$ cat config.mk
export PLATFORM = sky130hd
export DESIGN_NAME = ni_pkt_encoder
export DESIGN_NICKNAME = d
export VERILOG_FILES = /design/src/rtl/ni_pkt_encoder.sv
export SDC_FILE = /design/constraint.sdc
export NUM_CORES = 1
export LEC_CHECK = 0
export ABC_AREA = 1
export BUFFER_PORTS_ARGS = -buffer_cell sky130_fd_sc_hd__buf_2
export CAP_MARGIN = 30
export CORE_ASPECT_RATIO = 1.2
export CORE_UTILIZATION = 55
export CTS_CLUSTER_SIZE = 30
export DETAILED_ROUTE_END_ITERATION = 16
export GPL_TIMING_DRIVEN = 0
export HOLD_SLACK_MARGIN = 0.15
export PLACE_DENSITY_LB_ADDON = 0.3
export RECOVER_POWER = 50
export SLEW_MARGIN = 20
export SYNTH_ARGS = -nofsm -noshare
export SYNTH_HDL_FRONTEND = slang
export SYNTH_SLANG_ARGS = --single-unit
export TNS_END_PERCENT = 1
$ cat constraint.sdc
create_clock -name clk -period 4.85 [get_ports clk]
set_input_delay 0.7275 -clock clk [delete_from_list [all_inputs] [get_ports clk]]
set_output_delay 0.7275 -clock clk [all_outputs]
set_load 0.01 [all_outputs]
$ cat src/rtl/ni_pkt_encoder.sv
// Source-side NI packetizer: encodes a destination bitmap as unicast/multicast and emits flits
// under per-VC credit flow control. Define NI_STATS_EN to add packet/drop statistic counters.
module ni_pkt_encoder #(
   parameter int unsigned MY_XPOS   = 0,
   parameter int unsigned MY_YPOS   = 0,
   parameter int unsigned BUF_DEPTH = 4,
   parameter int unsigned DATA_W    = 32
) (
   input  logic              clk,
   input  logic              rst_n,
   input  logic              req_valid,
   output logic              req_ready,
   input  logic [19:0]       req_mask,
   input  logic [3:0]        req_len,
   input  logic              pld_valid,
   output logic              pld_ready,
   input  logic [DATA_W-1:0] pld_data,
   output logic              flit_valid,
   output logic [1:0]        flit_type,
   output logic              flit_vc,
   output logic              flit_um_type,
   output logic [4:0]        flit_addr0,
   output logic [19:0]       flit_addr1,
   output logic [DATA_W-1:0] flit_data,
   input  logic [1:0]        credit_in,
   output logic              drop_pulse
`ifdef NI_STATS_EN
   ,
   output logic [15:0]       stat_ucast,
   output logic [15:0]       stat_mcast,
   output logic [7:0]        stat_drop
`endif
);

   localparam int unsigned MyPos = MY_XPOS * 4 + MY_YPOS;
   localparam int unsigned CrW = $clog2(BUF_DEPTH + 1);
   localparam logic [CrW-1:0] CrMax = CrW'(BUF_DEPTH);
   localparam logic [CrW-1:0] CrOne = CrW'(1);

   localparam logic [1:0] FtHead     = 2'b00;
   localparam logic [1:0] FtBody     = 2'b01;
   localparam logic [1:0] FtTail     = 2'b10;
   localparam logic [1:0] FtHeadTail = 2'b11;

   typedef enum logic [1:0] {StIdle, StVcsel, StHead, StBody} state_e;

   state_e r_state, w_state_d;

   logic [19:0]            w_eff_mask;
   logic [4:0]             w_pop, w_idx;
   logic                   w_send, w_latch, w_drop, w_is_body, w_tail, w_vc_sel;
   logic [1:0]             w_type, w_dec;

   logic                   r_um, r_vc;
   logic [4:0]             r_addr0;
   logic [19:0]            r_addr1;
   logic [3:0]             r_len, r_bcnt;
   logic [1:0][CrW-1:0]    r_credit;

   logic                   r_flit_valid, r_flit_vc, r_flit_um, r_drop;
   logic [1:0]             r_flit_type;
   logic [4:0]             r_flit_addr0;
   logic [19:0]            r_flit_addr1;
   logic [DATA_W-1:0]      r_flit_data;

   // The PE never sends to itself, so its own bit is ignored.
   assign w_eff_mask = req_mask & ~(20'd1 << MyPos);

   always_comb begin
      w_pop = '0;
      w_idx = '0;
      for (int i = 0; i < 20; i++) begin
         if (w_eff_mask[i]) begin
            w_pop = w_pop + 5'd1;
            w_idx = 5'(i);
         end
      end
   end

   always_comb begin
      w_state_d = r_state;
      req_ready = 1'b0;
      pld_ready = 1'b0;
      w_send    = 1'b0;
      w_latch   = 1'b0;
      w_drop    = 1'b0;
      w_is_body = 1'b0;
      w_tail    = 1'b0;
      w_type    = FtHead;
      w_vc_sel  = r_vc;
      case (r_state)
         StIdle: begin
            req_ready = rst_n;
            if (req_valid && rst_n) begin
               if (w_pop == '0) begin
                  w_drop = 1'b1;
               end else begin
                  w_latch   = 1'b1;
                  w_state_d = StVcsel;
               end
            end
         end
         StVcsel: begin
            if (r_credit[0] != '0) begin
               w_send   = 1'b1;
               w_vc_sel = 1'b0;
            end else if (r_credit[1] != '0) begin
               w_send   = 1'b1;
               w_vc_sel = 1'b1;
            end
            if (w_send) begin
               w_tail    = (r_len == '0);
               w_type    = w_tail ? FtHeadTail : FtHead;
               w_state_d = StHead;
            end
         end
         // Head flit is on the wire this cycle; it was decided in StVcsel.
         StHead: w_state_d = (r_len == '0) ? StIdle : StBody;
         StBody: begin
            if (pld_valid && (r_credit[r_vc] != '0)) begin
               pld_ready = 1'b1;
               w_send    = 1'b1;
               w_is_body = 1'b1;
               w_tail    = (r_bcnt == r_len - 4'd1);
               w_type    = w_tail ? FtTail : FtBody;
               if (w_tail) w_state_d = StIdle;
            end
         end
         default: w_state_d = StIdle;
      endcase
   end

   assign w_dec = {w_send & w_vc_sel, w_send & ~w_vc_sel};

   always_ff @(posedge clk or negedge rst_n) begin
      if (!rst_n) begin
         r_state <= StIdle;
      end else begin
         r_state <= w_state_d;
      end
   end

   always_ff @(posedge clk or negedge rst_n) begin
      if (!rst_n) begin
         r_um         <= 1'b0;
         r_vc         <= 1'b0;
         r_addr0      <= '0;
         r_addr1      <= '0;
         r_len        <= '0;
         r_bcnt       <= '0;
         r_credit     <= {CrMax, CrMax};
         r_flit_valid <= 1'b0;
         r_flit_type  <= '0;
         r_flit_vc    <= 1'b0;
         r_flit_um    <= 1'b0;
         r_flit_addr0 <= '0;
         r_flit_addr1 <= '0;
         r_flit_data  <= '0;
         r_drop       <= 1'b0;
      end else begin
         if (w_latch) begin
            r_um    <= (w_pop > 5'd1);
            r_addr0 <= (w_pop == 5'd1) ? w_idx : '0;
            r_addr1 <= (w_pop > 5'd1) ? w_eff_mask : '0;
            r_len   <= req_len;
            r_bcnt  <= '0;
         end
         if (w_send && (r_state == StVcsel)) r_vc <= w_vc_sel;
         if (w_send && w_is_body) r_bcnt <= r_bcnt + 4'd1;
         r_flit_valid <= w_send;
         r_drop       <= w_drop;
         if (w_send) begin
            r_flit_type  <= w_type;
            r_flit_vc    <= w_vc_sel;
            r_flit_um    <= w_is_body ? 1'b0 : r_um;
            r_flit_addr0 <= w_is_body ? '0 : r_addr0;
            r_flit_addr1 <= w_is_body ? '0 : r_addr1;
            r_flit_data  <= w_is_body ? pld_data : '0;
         end
         // Same-cycle send and return cancel out; returns saturate at the buffer depth.
         for (int v = 0; v < 2; v++) begin
            case ({w_dec[v], credit_in[v]})
               2'b10:   r_credit[v] <= r_credit[v] - CrOne;
               2'b01:   if (r_credit[v] < CrMax) r_credit[v] <= r_credit[v] + CrOne;
               default: r_credit[v] <= r_credit[v];
            endcase
         end
      end
   end

   assign flit_valid   = r_flit_valid;
   assign flit_type    = r_flit_type;
   assign flit_vc      = r_flit_vc;
   assign flit_um_type = r_flit_um;
   assign flit_addr0   = r_flit_addr0;
   assign flit_addr1   = r_flit_addr1;
   assign flit_data    = r_flit_data;
   assign drop_pulse   = r_drop;

`ifdef NI_STATS_EN
   logic [15:0] r_ucast, r_mcast;
   logic [7:0]  r_ndrop;

   always_ff @(posedge clk or negedge rst_n) begin
      if (!rst_n) begin
         r_ucast <= '0;
         r_mcast <= '0;
         r_ndrop <= '0;
      end else begin
         if (w_send && w_tail && !r_um) r_ucast <= r_ucast + 16'd1;
         if (w_send && w_tail && r_um)  r_mcast <= r_mcast + 16'd1;
         if (w_drop)                    r_ndrop <= r_ndrop + 8'd1;
      end
   end

   assign stat_ucast = r_ucast;
   assign stat_mcast = r_mcast;
   assign stat_drop  = r_ndrop;
`endif

endmodule
==> metrics.md <==
| Metric | Value |
|---|---|
| # diodes | 0 |
| # rows | 44 |
| FF+latch count, synth | 104 |
| H-tree levels | 3 |
| Failing checks | max-capacitance violations, max-slew violations, negative setup slack |
| Detailed placement HPWL | 12.1 mm |
| First-pass GRT wire length | 28.4 mm |
| Area post-placement | 7800 um2 |
| FMAX | 119 MHz |
| Worst Max-Slew Pin Slew | 2.06 ns |
| Largest net degree at the start of global routing | 68 |
| Worst vdd ir | 0.000283 V |
| Detail Route Antenna Nets | 0 |
| Clock sinks | 104 |
| TritonRoute pass-1 iters | 5 |
| Max Cap Violations | 2 |
| Syn_nets | 1013 |
| Post-route cell area | 9310 um2 |
| # setup viols final | 36 |
| Hold Path Cell Cnt | 2 |
| Static Leak | 0.00545 uW |
| Largest fanout on the critical path | 5 |
| Final estimated routing congestion in global placement | 0.838 |
| Syn-to-layout area delta | 36.6% |
| Cts bufs inserted | 9 |
| Cell area after synthesis | 6820 um2 |
| Fill count | 824 |
| Outcome | finished, violations left |
| Cells after Synth | 925 |
| Total GRT Usage | 27.3% |
| Io pins | 127 |
| Crit path top cell by count | nand2_4 |
| Avg WL per Cell | 15.6 um |
| CP required | 5.13 ns |
| Setup WS post-layout | -3.52 ns |
| Unrepaired setup endpoints after global routing | yes |
| Placeable Area | 12100 um2 |
| Vias in the first global route | 6327 |
| Vias per std cell | 5.54 |
| Fin. Hold Viols | 0 |
| Ys Warns | 0 |
| Via count | 7159 |
| Sequential share of the synthesized area | 38.2% |
| Crit Path Class | input port to flip-flop |
| Total grt overflow | 0 |
| Clk Latency, worst-skew pair | 0.34 ns |
| Die area | 12800 um2 |
| Cts hold-fix bufs | 0 |
| Crit path DAT | 8.66 ns |
| Initial Utilization | 56.3% |
| Hold Path Class | flip-flop to flip-flop |
| Worst-case clock buffer depth | 2 |
| # nets final | 1215 |
| Slew Limit Fails | 109 |
| Die Ht | 124 um |
| Global-route met2 utilization | 50.1% |
| Min cycle time layout | 8.37 ns |
| Startpoint Class | input port |
| Commonest non-fill, non-tap cells in the layout | nand2_1, inv_1, buf_2 |
| Residual DRC count | 0 |
| Worst r2r path cells | 10 |
| CTS clk-pin slew, worst paths | 0.07 ns |
| Placed cell count | 1209 |
| CTS Root Cell | clkbuf_16 |
| Netlist cell types | 42 |
| DIE WIDTH | 104 um |
| CP peak stage delay | 0.31 ns |
| Share of cells above drive strength 1 | 35.4% |
| Post-Place Setup Slack | -3.93 ns |
| Layer with the highest usage | met2 |
| GR met1 Demand/Resource | 33.5% |
| CTS tree | done |
| Initial DRC count | 490 |
| Worst slew margin | -37.1% |
| Synth Area per Inst | 7.37 um2 |
| Critical-path top delay cell | ha_1 |
| Number of port buffers | 122 |
| Power Dens Cells | 509 nW/um2 |
| Most common cell after layout, fill and taps aside | nand2_1 |
| Overall Power | 4740 uW |
| Post-Route WL | 20.2 mm |
| Non-filler cells, final | 1293 |
| Worst clock skew | 0.00522 ns |
| Initial antenna violation count | 0 |
| Met3 Usage GRT | 3.04% |
| Worst Setup End Kind | flip-flop |
| Final hold slack | 0.479 ns |
| Final period util | 173% |
[worst paths after layout]
path / slack [ns] / start / endpoint
max in group asynchronous: 1.42 / rst_n / flit_data[15]
min reg2reg: 0.48 / r_um / r_um
max: -3.52 / req_mask[2] / r_addr0[4]
min in group asynchronous: 0.97 / rst_n / r_bcnt[0]
max reg2reg: 1.89 / r_credit[4] / r_credit[1]
min: 0.48 / r_um / r_um
[sequential cells by signal (all words and copies together), names as in the netlist, 2 cells and up]
name and flops:
r_state 2, flit_type 2, r_credit 6, r_bcnt 4, flit_data 32, r_addr1 19, r_addr0 5, r_len 4
flit_addr1 19, flit_addr0 5
[Yosys cell counts (all sizes together)]
cell type	n	area, um2
nand2	323	1340
inv	142	533
nand3	110	611
dfrtp	102	2550
nor2	47	184
a22o	32	280
a22oi	25	188
ha	24	300
o21ai	22	121
xnor2	16	140
buf	12	80.1
clkbuf	11	42.5
or2	11	68.8
nor3	9	45.0
a21oi	8	40.0
xor2	5	43.8
a211oi	3	22.5
nand3b	3	22.5
nor4	3	18.8
o211ai	3	22.5
a31oi	2	12.5
dfstp	2	52.6
fa	2	40.0
mux2	2	22.5
a32oi	1	8.76
clkinv	1	3.75
conb	1	3.75
nand4	1	6.26
o22ai	1	6.26
o31ai	1	7.51
[power by group]
group | leakage, uW | internal, uW | switching (uW) | total [uW]
logic | 0.00393 | 1040 | 1520 | 2560
clock network | 0.000159 | 453 | 315 | 768
registers | 0.00136 | 1200 | 217 | 1420
total | 0.00545 | 2690 | 2050 | 4740
[worst max-delay path: cells and delay by family]
kind / cells / cell delay [ns]
compound gates: 9 / 1.04
fa+ha+maj: 9 / 2.40
buf+inv: 6 / 0.45
simple gates: 25 / 3.32
xor+xnor: 6 / 0.66
[per-layer routing]
layer / share of wire [%] / vias up
met1: 40 / 3387
li1: - / 3363
met5: 0 / -
met2: 50 / 331
met3: 6.1 / 78
met4: 3.8 / 0
[cells by family after synthesis]
kind of cell | Yosys count | share of synthesized area (%)
other | 1 | 0.0550
muxes | 2 | 0.330
AOI/OAI and AO/OA | 98 | 10.4
and+or+nand+nor | 507 | 33.6
DFF | 104 | 38.2
buffers and inverters | 166 | 9.67
adders and majority gates | 26 | 4.99
xor gates and xnor gates | 21 | 2.70
[what timing repair did]
action                     in CTS  in global routing
buffers inserted               46                 22
setup endpoints to repair      36                 36
gates cloned                    3                  0
pin swaps                      38                 94
resized for setup              36                139
[cell type report]
class / instances / area, um2 / share of cell area, %
buffer: 23 / 125 / 1.34
clock buffer: 9 / 225 / 2.42
clock inverter: 7 / 96.3 / 1.04
inverter: 143 / 556 / 5.97
multi-input combinational: 655 / 4330 / 46.6
sequential: 104 / 2610 / 28.0
tap: 161 / 201 / 2.16
timing repair buffer: 191 / 1160 / 12.5
[per-stage QoR]
| stage | util [%] | TNS (ns) |
|---|---|---|
| 5_1_grt | 76.8 | -134.73 |
| 6_report | 76.8 | -125.09 |
| 4_1_cts | 71.2 | -113.61 |
| 3_5_place_dp | 64.4 | -139.80 |
| 3_3_place_gp | 64.1 | -132.51 |
| 2_1_floorplan | - | -104.09 |
Power figures use the tool's default switching activity.
